File: src/rtl/serial_sub_pkg.sv
// Shared types and the full-subtractor bit function for the bit-serial
// subtractor.
package serial_sub_pkg;

    typedef enum logic [1:0] {
        IDLE  = 2'd0,
        SHIFT = 2'd1,
        DONE  = 2'd2
    } sub_state_t;

    // One full-subtractor step: returns {difference bit, borrow-out}.
    function automatic logic [1:0] fs_bit(input logic a, input logic b, input logic br);
        logic d;
        logic br_next;
        d       = a ^ b ^ br;
        br_next = (~a & b) | (~(a ^ b) & br);
        return {d, br_next};
    endfunction

endpackage

File: src/rtl/serial_subtractor_cell.sv
// Combinational single-bit full subtractor used by the serial datapath.
module full_sub_cell
    import serial_sub_pkg::*;
(
    input  logic a,
    input  logic b,
    input  logic bin,
    output logic d,
    output logic bout
);

    assign {d, bout} = fs_bit(a, b, bin);

endmodule

File: src/rtl/serial_subtractor.sv
// Bit-serial WIDTH-bit subtractor: diff = a - b - bin, LSB first, one bit per
// clock through a single full-subtractor cell and a borrow flop.
// Optional signed-overflow output enabled by defining SERIAL_SUB_OVF_EN.
module serial_subtractor
    import serial_sub_pkg::*;
#(
    parameter int WIDTH = 8
) (
    input  logic             clk,
    input  logic             rst,
    input  logic             start,
    input  logic [WIDTH-1:0] a,
    input  logic [WIDTH-1:0] b,
    input  logic             bin,
    output logic             busy,
    output logic             done,
    output logic [WIDTH-1:0] diff,
    output logic             bout
`ifdef SERIAL_SUB_OVF_EN
    ,
    output logic             ovf
`endif
);

    localparam int CNT_W = (WIDTH > 1) ? $clog2(WIDTH) : 1;
    localparam logic [CNT_W-1:0] LAST_BIT = CNT_W'(WIDTH - 1);

    sub_state_t       state;
    logic [WIDTH-1:0] a_sr;
    logic [WIDTH-1:0] b_sr;
    logic [WIDTH-1:0] diff_next;
    logic [CNT_W-1:0] cnt;
    logic             br;
    logic             cell_d;
    logic             cell_bout;
`ifdef SERIAL_SUB_OVF_EN
    logic             a_msb;
    logic             b_msb;
`endif

    full_sub_cell u_cell (
        .a    (a_sr[0]),
        .b    (b_sr[0]),
        .bin  (br),
        .d    (cell_d),
        .bout (cell_bout)
    );

    // New result bit enters at the MSB while the older bits move toward the LSB.
    // NOTE: the default assignment first keeps this block free of inferred latches.
    always_comb begin
        diff_next            = diff >> 1;
        diff_next[WIDTH-1]   = cell_d;
    end

    // Control FSM, operand shift registers, counter and borrow flop.
    // NOTE: all state here uses non-blocking assignments so every register
    // samples pre-edge values regardless of statement order.
    always_ff @(posedge clk) begin
        if (rst) begin
            state <= IDLE;
            busy  <= 1'b0;
            done  <= 1'b0;
            diff  <= '0;
            bout  <= 1'b0;
            a_sr  <= '0;
            b_sr  <= '0;
            cnt   <= '0;
            br    <= 1'b0;
`ifdef SERIAL_SUB_OVF_EN
            ovf   <= 1'b0;
            a_msb <= 1'b0;
            b_msb <= 1'b0;
`endif
        end else begin
            case (state)
                IDLE: begin
                    done <= 1'b0;
                    if (start) begin
                        a_sr  <= a;
                        b_sr  <= b;
                        br    <= bin;
                        cnt   <= '0;
                        busy  <= 1'b1;
                        state <= SHIFT;
`ifdef SERIAL_SUB_OVF_EN
                        a_msb <= a[WIDTH-1];
                        b_msb <= b[WIDTH-1];
                        ovf   <= 1'b0;
`endif
                    end
                end
                SHIFT: begin
                    diff <= diff_next;
                    a_sr <= a_sr >> 1;
                    b_sr <= b_sr >> 1;
                    br   <= cell_bout;
                    cnt  <= cnt + CNT_W'(1);
                    if (cnt == LAST_BIT) begin
                        bout  <= cell_bout;
                        done  <= 1'b1;
                        busy  <= 1'b0;
                        state <= DONE;
`ifdef SERIAL_SUB_OVF_EN
                        ovf   <= (a_msb != b_msb) && (cell_d != a_msb);
`endif
                    end
                end
                DONE: begin
                    done  <= 1'b0;
                    state <= IDLE;
                end
                default: begin
                    busy  <= 1'b0;
                    done  <= 1'b0;
                    state <= IDLE;
                end
            endcase
        end
    end

endmodule

File: config.mk
export PLATFORM = sky130hd
export DESIGN_NAME = serial_subtractor
export DESIGN_NICKNAME = d
export VERILOG_FILES = /design/src/rtl/serial_sub_pkg.sv /design/src/rtl/serial_subtractor_cell.sv /design/src/rtl/serial_subtractor.sv
export SDC_FILE = /design/constraint.sdc
export NUM_CORES = 1
export LEC_CHECK = 0
export CORE_MARGIN = 2
export CORE_UTILIZATION = 45
export DETAILED_ROUTE_END_ITERATION = 8
export GPL_TIMING_DRIVEN = 0
export PLACE_DENSITY = 0.83
export SETUP_SLACK_MARGIN = 0.15
export SYNTH_ARGS = -nofsm -noshare
export SYNTH_HDL_FRONTEND = slang
export SYNTH_SLANG_ARGS = --single-unit
File: constraint.sdc
create_clock -name clk -period 2.35 [get_ports clk]
set_clock_uncertainty 0.1 [all_clocks]
set_input_delay 0.47 -clock clk [delete_from_list [all_inputs] [get_ports clk]]
set_output_delay 0.47 -clock clk [all_outputs]
set_load 0.02 [all_outputs]
==> results of run 1 <==
-- logic make-up (layout without fill, tap and decap cells) --
kind of cell	count (synthesis)	after routing
muxes	14	14
AOI/OAI and AO/OA	37	37
and+or+nand+nor	48	48
buffers and inverters	14	51
DFF	33	33
adders and majority gates	3	3
-- cell type report --
type | count | share of cell area [%]
well taps | 44 | 2.94
clock inverters | 1 | 0.267
inverters | 3 | 0.600
repair buffers | 29 | 15.5
flip-flops and latches | 33 | 35.2
plain buffers | 11 | 3.80
multi-input cells | 102 | 38.2
clock buffers | 7 | 3.47
-- where the power goes --
part | switching, mW | leakage [nW] | internal, mW
clock | 0.197 | 0.0413 | 0.173
combinational | 0.106 | 0.380 | 0.105
sequential | 0.0205 | 0.271 | 0.593
-- registers in the layout (all words and copies together), names as in the netlist --
register,count
b_sr,8
busy,1
diff,8
cnt,3
state,2
br,1
done,1
a_sr,8
bout,1
-- path summary, 6_finish.rpt --
path	endpoint	slack [ns]	depth (start not counted)
max	diff[7]	0.45	1
min	state[1]	0.32	2
max reg2reg	bout	0.98	4
min reg2reg	br	0.36	2
-- cell usage after synthesis, drive strengths merged --
cell type	count
o21bai	1
nor2b	2
nor3	2
nand2	19
fa	1
nand2b	1
mux2i	14
nor3b	1
nand3	1
clkbuf	3
a21oi	13
and2b	1
dfxtp	33
ha	2
o21ba	1
o211ai	1
inv	3
a311oi	1
buf	8
a32oi	1
a22oi	2
o21ai	2
a211oi	15
nor2	21
-- metal layers --
metal | GRT usage, % | vias to the layer above
met3 | 5.76 | 7
met5 | 0 | -
met2 | 32.1 | 25
met4 | 8.39 | 0
met1 | 21.7 | 563
li1 | - | 593
-- through the flow --
| stage | total power, mW | hold slack (ns) | setup WS, ns |
|---|---|---|---|
| 2_1_floorplan | 0.767 | 0.332 | 1.04 |
| 3_3_place_gp | 0.829 | 0.340 | 0.507 |
| 3_5_place_dp | 0.840 | 0.354 | 0.470 |
| 4_1_cts | 1.20 | 0.320 | 0.444 |
| 5_1_grt | 1.25 | 0.336 | 0.394 |
| 6_report | 1.19 | 0.324 | 0.450 |
==> reports/qor.json, run 1 <==
{
  "setup_path": {
    "crit_arrival_ns": 1.33,
    "setup.worst_path.end_class": "output port",
    "timing.critical_path.slowest_stage_cell": "sky130_fd_sc_hd__clkdlybuf4s50_1",
    "path_delay_family": "buffers and inverters",
    "max_stage_delay_ns": 0.62,
    "critical_path.n_buffers_inverters": 1,
    "startpoint_type": "flip-flop",
    "reg2reg_from": "cnt[0]",
    "cp_data_required_time_ns": 1.78,
    "cp-startpoint": "diff[7]",
    "critical_path_class": "flip-flop to output port",
    "cell_chain_critical_path": "clkdlybuf4s50_1",
    "crit_path_max_fanout": 3
  },
  "synthesis": {
    "synth_top_cell_by_area": "sky130_fd_sc_hd__dfxtp_1",
    "synth_top_family_by_area": "compound AO/OA/AOI/OAI gates",
    "synthesis.area_mm2": 0.00146,
    "synthCells": 149,
    "synthDominantCellAreaShare_pct": 45.2,
    "yosys.area_share.simple_pct": 13.8,
    "synth-adder-area-share_pct": 3.08,
    "postSynthRegisterBits": 33,
    "synth_seq_area_share_pct": 45.2,
    "synthXorXnorAreaFrac_pct": 0,
    "synth_compound_area_share_pct": 22.6,
    "synth_warnings": 0,
    "synth_mux_area_share_pct": 9.60,
    "yosysUniqueCellTypes": 28,
    "netlist_top_cells_area": "sky130_fd_sc_hd__dfxtp_1 45%, sky130_fd_sc_hd__a211oi_2 13%, sky130_fd_sc_hd__mux2i_1 9.6%, sky130_fd_sc_hd__nor2_1 5.4%, sky130_fd_sc_hd__nand2_1 4.9%",
    "synth.avg_cell_area_um2": 9.80,
    "synth_nets": 172
  },
  "routing": {
    "met1Wirelength_um": 1290,
    "detailedRoute.firstPassIterationCount": 5,
    "drc_errors": 0,
    "met3_wirelength_um": 115,
    "route.detailed.wl_per_inst_um": 13.0,
    "drt-vias-per-instance": 5.17,
    "num_vias": 1188,
    "final_antenna_net_count": 0,
    "routed_wl_um": 2990,
    "drtIter0Drc": 37,
    "highest_layer_used_for_signal_routing": "met4",
    "routed-wl-met2_um": 1520
  },
  "placed_design": {
    "gpl.final_weighted_congestion": 0.812,
    "detailedPlacementHpwl_um": 2220,
    "io_buffer_count": 29,
    "dp.cells": 222,
    "dpl_cell_area_mm2": 0.00181
  },
  "global_route": {
    "grt_pass1_vias": 1162,
    "grt_max_degree": 11,
    "grt_resource_usage_total_pct": 18.8,
    "global_route_wire_length_before_repair_um": 5040,
    "initial_antenna_violation_count": 0,
    "grt_overflow_total": 0
  },
  "cells_and_area": {
    "layout_commonest_cell": "sky130_fd_sc_hd__dfxtp_1",
    "most_used_cells_in_the_layout_excluding_fill_and_tap_cells": "33 x sky130_fd_sc_hd__dfxtp_1, 29 x sky130_fd_sc_hd__clkdlybuf4s50_1, 21 x sky130_fd_sc_hd__nor2_1",
    "fin_util_pct": 60.9,
    "num_antenna_cells": 0,
    "layoutNonFillerInstCount": 230,
    "final_design_area_no_fill_mm2": 0.00188,
    "syn2layout_area_growth_pct": 28.4,
    "final_nets": 208,
    "multi_input_comb_area_um2": 717,
    "n_fill_cell": 269,
    "drive_above_1_share_pct": 18.8,
    "storage_cell_area_um2": 661
  },
  "clock_tree": {
    "tritoncts": "built",
    "clock_path_buffers": 2,
    "cts.repair.resized": 0,
    "clock_latency_late_sink_ns": 0.34,
    "clock_pin_slew_reported_for_the_worst_setup_and_hold_paths_after_clock_tree_synthesis_ns": 0.11,
    "clock_sink_count": 33,
    "cts_hold_buf": 0,
    "clockRootBuffer": "sky130_fd_sc_hd__clkbuf_4",
    "h_tree_depth": 2,
    "cts_setup_buffers": 0,
    "cts_buffers": 5
  },
  "power_and_ir_drop": {
    "powerDensity_mw_per_mm2": 637,
    "max-vdd-ir-drop_v": 0.000329,
    "total_leakage_power_nw": 0.692
  },
  "run_status": {
    "run_status": "complete, no violations"
  },
  "run": {
    "max-cap-violations": 0
  },
  "timing": {
    "fmax_mhz": 526,
    "max_slew.worst_pin.slew_ns": 0.617,
    "grt_setup_unrepaired": "no",
    "timing.setup.tns_ns": 0,
    "layout_worst_path_cycle_share_pct": 80.8,
    "timing_max_transition_violations_final": 0,
    "finalHoldViolCount": 0,
    "setup_viols_final": 0,
    "final_period_minus_worst_setup_slack_ns": 1.90,
    "worst_slew_margin_rel_pct": 58.9
  },
  "floorplanning": {
    "placeableCoreArea_mm2": 0.00308,
    "initial_core_utilization_pct": 47.4,
    "dieArea_mm2": 0.00372,
    "dieWidth_um": 61.0,
    "dieHeight_um": 61.0,
    "row_count": 20,
    "ioPinCount": 31
  },
  "hold_path": {
    "hp-class": "input pin to flip-flop",
    "start_point_of_the_worst_min_delay_path": "rst"
  }
}
(Power assumes the default switching activity.)
==> run 2: changes to the inputs <==
--- a/config.mk
+++ b/config.mk
@@ -9,7 +9,7 @@
 export CORE_UTILIZATION = 45
 export DETAILED_ROUTE_END_ITERATION = 8
 export GPL_TIMING_DRIVEN = 0
-export PLACE_DENSITY = 0.83
+export PLACE_DENSITY = 0.86
 export SETUP_SLACK_MARGIN = 0.15
 export SYNTH_ARGS = -nofsm -noshare
 export SYNTH_HDL_FRONTEND = slang
==> constraint.sdc (replaced) <==
create_clock -name clk -period 1.7 [get_ports clk]
set_clock_uncertainty 0.1 [all_clocks]
set_input_delay 0.34 -clock clk [delete_from_list [all_inputs] [get_ports clk]]
set_output_delay 0.34 -clock clk [all_outputs]
set_load 0.02 [all_outputs]
==> run 2 against run 1 <==
  * Sequential power is 38% higher
  * Cell area is 1.5% lower
  * Hold slack worse by 0.11 ns
  * Sequential share of layout area is 0.55 points higher
  * Die area stayed put
  * Critical endpoint is now diff[1]
  * Via count stayed put
  * Critical path depth stayed put
  * Register-to-register slack worse by 0.64 ns
==> reports/qor.json, run 2 (synthesis gave the netlist of run 1 again) <==
{
  "setup_path": {
    "crit_end": "diff[1]",
    "cp-startpoint": "diff[1]",
    "cell_chain_critical_path": "dlygate4sd2_1",
    "reg2reg_from": "cnt[0]",
    "cp_data_required_time_ns": 1.26,
    "critical_path.n_buffers_inverters": 1,
    "crit_path_max_fanout": 3,
    "critical_path.reg2reg.endpoint": "bout",
    "max_stage_delay_ns": 0.36,
    "timing.critical_path.slowest_stage_cell": "sky130_fd_sc_hd__dfxtp_1",
    "reg2reg_path_depth": 4,
    "setup.worst_path.end_class": "output port",
    "r2r_slack_ns": 0.34,
    "path_delay_family": "flip-flops",
    "cp.depth": 1,
    "crit_arrival_ns": 1.06,
    "critical_path_class": "flip-flop to output port",
    "startpoint_type": "flip-flop"
  },
  "clock_tree": {
    "cts.repair.resized": 11,
    "clock_latency_late_sink_ns": 0.34,
    "clock_pin_slew_reported_for_the_worst_setup_and_hold_paths_after_clock_tree_synthesis_ns": 0.10,
    "clock_path_buffers": 2,
    "tritoncts": "built",
    "cts_buffers": 5,
    "clock_sink_count": 33,
    "clockRootBuffer": "sky130_fd_sc_hd__clkbuf_4",
    "h_tree_depth": 2,
    "cts_hold_buf": 0,
    "cts_setup_buffers": 0
  },
  "placed_design": {
    "gpl.final_weighted_congestion": 0.802,
    "detailedPlacementHpwl_um": 2310,
    "dp.cells": 222,
    "io_buffer_count": 29
  },
  "timing": {
    "max_slew.worst_pin.slew_ns": 0.619,
    "fmax_mhz": 665,
    "finalHoldViolCount": 0,
    "final_period_minus_worst_setup_slack_ns": 1.50,
    "timing_max_transition_violations_final": 0,
    "layout_worst_path_cycle_share_pct": 88.5,
    "grt_setup_unrepaired": "no",
    "setup_viols_final": 0,
    "timing.setup.tns_ns": 0,
    "worst_slew_margin_rel_pct": 58.7
  },
  "cells_and_area": {
    "storage_cell_area_um2": 661,
    "multi_input_comb_area_um2": 717,
    "drive_above_1_share_pct": 17.8,
    "layout_commonest_cell": "sky130_fd_sc_hd__dfxtp_1",
    "layoutNonFillerInstCount": 229,
    "n_fill_cell": 275,
    "final_nets": 208,
    "syn2layout_area_growth_pct": 26.5,
    "largest_registers": "a_sr (8), b_sr (8), diff (8)",
    "most_used_cells_in_the_layout_excluding_fill_and_tap_cells": "33 x sky130_fd_sc_hd__dfxtp_1, 21 x sky130_fd_sc_hd__nor2_1, 19 x sky130_fd_sc_hd__nand2_1",
    "num_antenna_cells": 0
  },
  "routing": {
    "detailedRoute.firstPassIterationCount": 4,
    "route.detailed.wl_per_inst_um": 14.0,
    "drc_errors": 0,
    "drtIter0Drc": 49,
    "drt-vias-per-instance": 5.19,
    "num_vias": 1188,
    "routed_wl_um": 3210,
    "final_antenna_net_count": 0
  },
  "power_and_ir_drop": {
    "power_frac_comb_pct": 18.2,
    "max-vdd-ir-drop_v": 0.000438,
    "total_leakage_power_nw": 0.733,
    "powerDensity_mw_per_mm2": 864,
    "switching_power_uw": 438,
    "seq_power_share_pct": 53.2,
    "power.internal_mw": 1.16,
    "swShare_pct": 27.5,
    "clkPwrFrac_pct": 28.5
  },
  "floorplanning": {
    "placeableCoreArea_mm2": 0.00308,
    "ioPinCount": 31,
    "dieWidth_um": 61.0,
    "dieArea_mm2": 0.00372,
    "row_count": 20,
    "dieHeight_um": 61.0,
    "initial_core_utilization_pct": 47.4
  },
  "run_status": {
    "run_status": "complete, no violations"
  },
  "global_route": {
    "grt_resource_usage_total_pct": 20.1,
    "grt_max_degree": 11,
    "grt_overflow_total": 0,
    "grt_pass1_vias": 1157,
    "global_route_wire_length_before_repair_um": 5240,
    "initial_antenna_violation_count": 0
  },
  "run": {
    "max-cap-violations": 0
  },
  "hold_path": {
    "hp-class": "input pin to flip-flop"
  }
}
## run 2: routing by layer
layer | track usage [%] | vias up | routed length, um
met2 | 34.9 | 17 | 1680
met3 | 7.04 | 6 | 118
met1 | 22.0 | 576 | 1330
li1 | - | 589 | -
met4 | 9.32 | 0 | 72
met5 | 0 | - | 0
## run 2: cell type report
type                            count  area share, %
Sequential cell                    33           35.8
Tap cell                           44           2.98
Clock buffer                        7           2.98
Inverter                            3          0.610
Multi-Input combinational cell    102           38.8
Timing Repair Buffer               29           15.0
Buffer                             11           3.86
## run 2: power groups by stage
stage	Clock, mW	Sequential (mW)	Combinational [mW]
floorplan	0	0.867	0.194
global placement	0	0.864	0.281
detailed placement	0	0.867	0.296
CTS	0.464	0.849	0.293
global route	0.492	0.855	0.320
finish	0.455	0.849	0.291
## run 2: worst min path at each step
stage,startpoint,to,slack [ns],cells after the start
global route,rst,state[1],0.22,2
finish,rst,bout,0.21,2
CTS,rst,bout,0.20,2
global placement,br,br,0.34,2
detailed placement,diff[0],diff[0],0.35,2
floorplan,br,br,0.33,2
## run 2: metrics by stage
step	worst slack, ns	total power [mW]	hold slack (ns)	util [%]	area (um2)
global placement	-0.00540	1.14	0.339	58.7	1810
CTS	0.182	1.61	0.196	60.0	1850
detailed placement	-0.0616	1.16	0.351	58.7	1810
finish	0.196	1.59	0.215	60.0	1850
floorplan	0.486	1.06	0.332	-	1460
global route	0.150	1.67	0.225	60.0	1850
==> run 3: changes to the inputs <==
--- a/config.mk
+++ b/config.mk
@@ -6,11 +6,12 @@
 export NUM_CORES = 1
 export LEC_CHECK = 0
 export CORE_MARGIN = 2
-export CORE_UTILIZATION = 45
+export CORE_UTILIZATION = 44
 export DETAILED_ROUTE_END_ITERATION = 8
 export GPL_TIMING_DRIVEN = 0
-export PLACE_DENSITY = 0.86
+export PLACE_DENSITY = 0.85
 export SETUP_SLACK_MARGIN = 0.15
 export SYNTH_ARGS = -nofsm -noshare
 export SYNTH_HDL_FRONTEND = slang
+export SYNTH_HIERARCHICAL = 1
 export SYNTH_SLANG_ARGS = --single-unit
==> run 3 against run 2 <==
  * Sequential share of layout area is 1.8 points higher
  * Non-clock buffer count grew 1
  * Synthesized cell count shrank 1.3%
  * Worst setup slack gained 0.021 ns
  * Hold slack worse by 0.024 ns
  * Clock-buffer cell count unchanged
  * Combinational power fell by 25%
  * Critical path type unchanged
  * Largest power group unchanged
==> reports/qor.json, run 3 <==
{
  "routing": {
    "drc_errors": 0,
    "num_vias": 1133,
    "route.detailed.wl_per_inst_um": 13.5,
    "routed_wl_um": 2930,
    "drtIter0Drc": 60,
    "detailedRoute.firstPassIterationCount": 4,
    "drt-vias-per-instance": 5.22,
    "final_antenna_net_count": 0
  },
  "setup_path": {
    "crit_path_max_fanout": 2,
    "startpoint_type": "flip-flop",
    "cp_data_required_time_ns": 1.26,
    "timing.critical_path.slowest_stage_cell": "sky130_fd_sc_hd__dfxtp_1",
    "setup.worst_path.end_class": "output port",
    "crit_arrival_ns": 1.04,
    "cell_chain_critical_path": "dlygate4sd2_1",
    "max_stage_delay_ns": 0.36,
    "critical_path.n_buffers_inverters": 1,
    "critical_path.reg2reg.endpoint": "a_sr[2]",
    "cp-startpoint": "bout",
    "critical_path_class": "flip-flop to output port",
    "r2r_slack_ns": 0.30,
    "reg2reg_path_depth": 5,
    "cp.depth": 1,
    "reg2reg_from": "state[1]",
    "path_delay_family": "flip-flops",
    "crit_end": "bout"
  },
  "timing": {
    "grt_setup_unrepaired": "no",
    "setup_viols_final": 0,
    "finalHoldViolCount": 0,
    "fmax_mhz": 674,
    "worst_slew_margin_rel_pct": 71.5,
    "timing_max_transition_violations_final": 0,
    "final_period_minus_worst_setup_slack_ns": 1.48,
    "layout_worst_path_cycle_share_pct": 87.2,
    "max_slew.worst_pin.slew_ns": 0.428
  },
  "run_status": {
    "run_status": "complete, no violations"
  },
  "synthesis": {
    "netlist_top_cells_area": "sky130_fd_sc_hd__dfxtp_1 48%, sky130_fd_sc_hd__mux2i_1 12%, sky130_fd_sc_hd__a211oi_1 8.2%, sky130_fd_sc_hd__nor2_1 6.0%, sky130_fd_sc_hd__nand2_1 4.4%",
    "synth_nets": 170,
    "synth_top_cell_by_area": "sky130_fd_sc_hd__dfxtp_1",
    "synth.avg_cell_area_um2": 9.30,
    "synth_edf_count": 0,
    "synthDominantCellAreaShare_pct": 48.3,
    "postSynthRegisterBits": 33,
    "synthesis.area_mm2": 0.00137,
    "synth_common_cells": "33 x sky130_fd_sc_hd__dfxtp_1, 22 x sky130_fd_sc_hd__nor2_1, 17 x sky130_fd_sc_hd__mux2i_1, 16 x sky130_fd_sc_hd__nand2_1, 15 x sky130_fd_sc_hd__a211oi_1",
    "synthCells": 147,
    "yosysUniqueCellTypes": 21,
    "synth_warnings": 6,
    "yosys_most_used_dff": "sky130_fd_sc_hd__dfxtp_1",
    "synth_seq_area_share_pct": 48.3,
    "ys_async_sr_fraction_pct": 0,
    "most_numerous_cell_in_the_yosys_netlist": "sky130_fd_sc_hd__dfxtp_1"
  },
  "cells_and_area": {
    "syn2layout_area_growth_pct": 28.5,
    "n_fill_cell": 257,
    "fin_util_pct": 58.5,
    "final_nets": 206,
    "largest_registers": "a_sr (8), b_sr (8), diff (8)",
    "num_antenna_cells": 0,
    "layout_commonest_cell": "sky130_fd_sc_hd__dfxtp_1",
    "layoutNonFillerInstCount": 217,
    "most_used_cells_in_the_layout_excluding_fill_and_tap_cells": "33 x sky130_fd_sc_hd__dfxtp_1, 22 x sky130_fd_sc_hd__nor2_1, 18 x sky130_fd_sc_hd__clkdlybuf4s50_1",
    "drive_above_1_share_pct": 8.70
  },
  "power_and_ir_drop": {
    "power_frac_comb_pct": 13.9,
    "max-vdd-ir-drop_v": 0.000457,
    "total_leakage_power_nw": 0.750,
    "switching_power_uw": 397,
    "seq_power_share_pct": 53.9,
    "power.internal_mw": 1.17,
    "clkPwrFrac_pct": 32.3,
    "swShare_pct": 25.4,
    "powerDensity_mw_per_mm2": 889
  },
  "clock_tree": {
    "cts_hold_buf": 0,
    "clock_pin_slew_reported_for_the_worst_setup_and_hold_paths_after_clock_tree_synthesis_ns": 0.10,
    "cts_buffers": 5,
    "clockRootBuffer": "sky130_fd_sc_hd__clkbuf_4",
    "h_tree_depth": 2,
    "clock_latency_late_sink_ns": 0.34,
    "clock_sink_count": 33,
    "clock_path_buffers": 2,
    "cts_setup_buffers": 0,
    "tritoncts": "built"
  },
  "floorplanning": {
    "row_count": 20,
    "dieWidth_um": 59.8,
    "ioPinCount": 31,
    "dieHeight_um": 59.8,
    "placeableCoreArea_mm2": 0.00300,
    "dieArea_mm2": 0.00357,
    "initial_core_utilization_pct": 45.5
  },
  "global_route": {
    "global_route_wire_length_before_repair_um": 4830,
    "grt_overflow_total": 0,
    "grt_max_degree": 11,
    "initial_antenna_violation_count": 0,
    "grt_pass1_vias": 1131,
    "grt_resource_usage_total_pct": 18.8
  },
  "placed_design": {
    "gpl.final_weighted_congestion": 0.779,
    "detailedPlacementHpwl_um": 2140,
    "io_buffer_count": 29,
    "dp.cells": 209
  },
  "run": {
    "max-cap-violations": 0
  },
  "hold_path": {
    "hold_depth": 2,
    "hp-class": "input pin to flip-flop"
  }
}
## run 3: stage by stage
step           TNS [ns]  instance area [um2]  total power [mW]  setup slack [ns]  hold WS [ns]
5_1_grt               0                 1760              1.65             0.151         0.188
3_3_place_gp     -0.602                 1700              1.07           -0.0656         0.344
3_5_place_dp     -0.888                 1700              1.08            -0.126         0.350
6_report              0                 1760              1.56             0.217         0.190
4_1_cts               0                 1760              1.58             0.171         0.182
2_1_floorplan         0                 1370             0.991             0.464         0.370
## run 3: power by group through the flow
stage / combinational (mW) / sequential [mW] / clock (mW)
after global routing: 0.241 / 0.849 / 0.558
after global placement: 0.213 / 0.856 / 0
after CTS: 0.218 / 0.842 / 0.524
after detailed placement: 0.218 / 0.860 / 0
final: 0.217 / 0.842 / 0.504
after floorplan: 0.132 / 0.859 / 0
## run 3: cells by family after synthesis
kind of cell,count (synthesis),share of synthesized area (%)
compound gates,32,15.4
simple gates,46,14.0
mux,17,12.4
buf+inv,16,6.59
fa+ha+maj,3,3.29
flops,33,48.3
## run 3: worst min path at each step
| stage | start | to |
|---|---|---|
| after global placement | diff[0] | diff[0] |
| after detailed placement | diff[0] | diff[0] |
| after CTS | rst | b_sr[0] |
| final | rst | b_sr[0] |
| after global routing | rst | b_sr[0] |
| after floorplan | cnt[1] | cnt[1] |
## run 3: layer usage
| metal | GRT usage [%] | part of all wire [%] |
|---|---|---|
| met4 | 9.52 | 1.7 |
| met1 | 21.4 | 43 |
| met2 | 29.7 | 50 |
| met3 | 8.44 | 5.2 |
| met5 | 0 | 0 |
## run 3: repair_timing
item / CTS / global route
pin swaps: 0 / 0
gates resized for setup: 11 / 2
endpoints found under the setup margin: 11 / 2
gates cloned: 0 / 0
## run 3: layout make-up
| cell class | count | area (um2) | area share, % |
|---|---|---|---|
| tap | 33 | 41.3 | 2.35 |
| buffer | 12 | 75.1 | 4.27 |
| inverter | 4 | 15.0 | 0.854 |
| clock inverter | 1 | 5.00 | 0.285 |
| sequential | 33 | 661 | 37.6 |
| timing repair buffer | 29 | 279 | 15.9 |
| multi-input combinational | 98 | 617 | 35.1 |
| clock buffer | 7 | 65.1 | 3.70 |
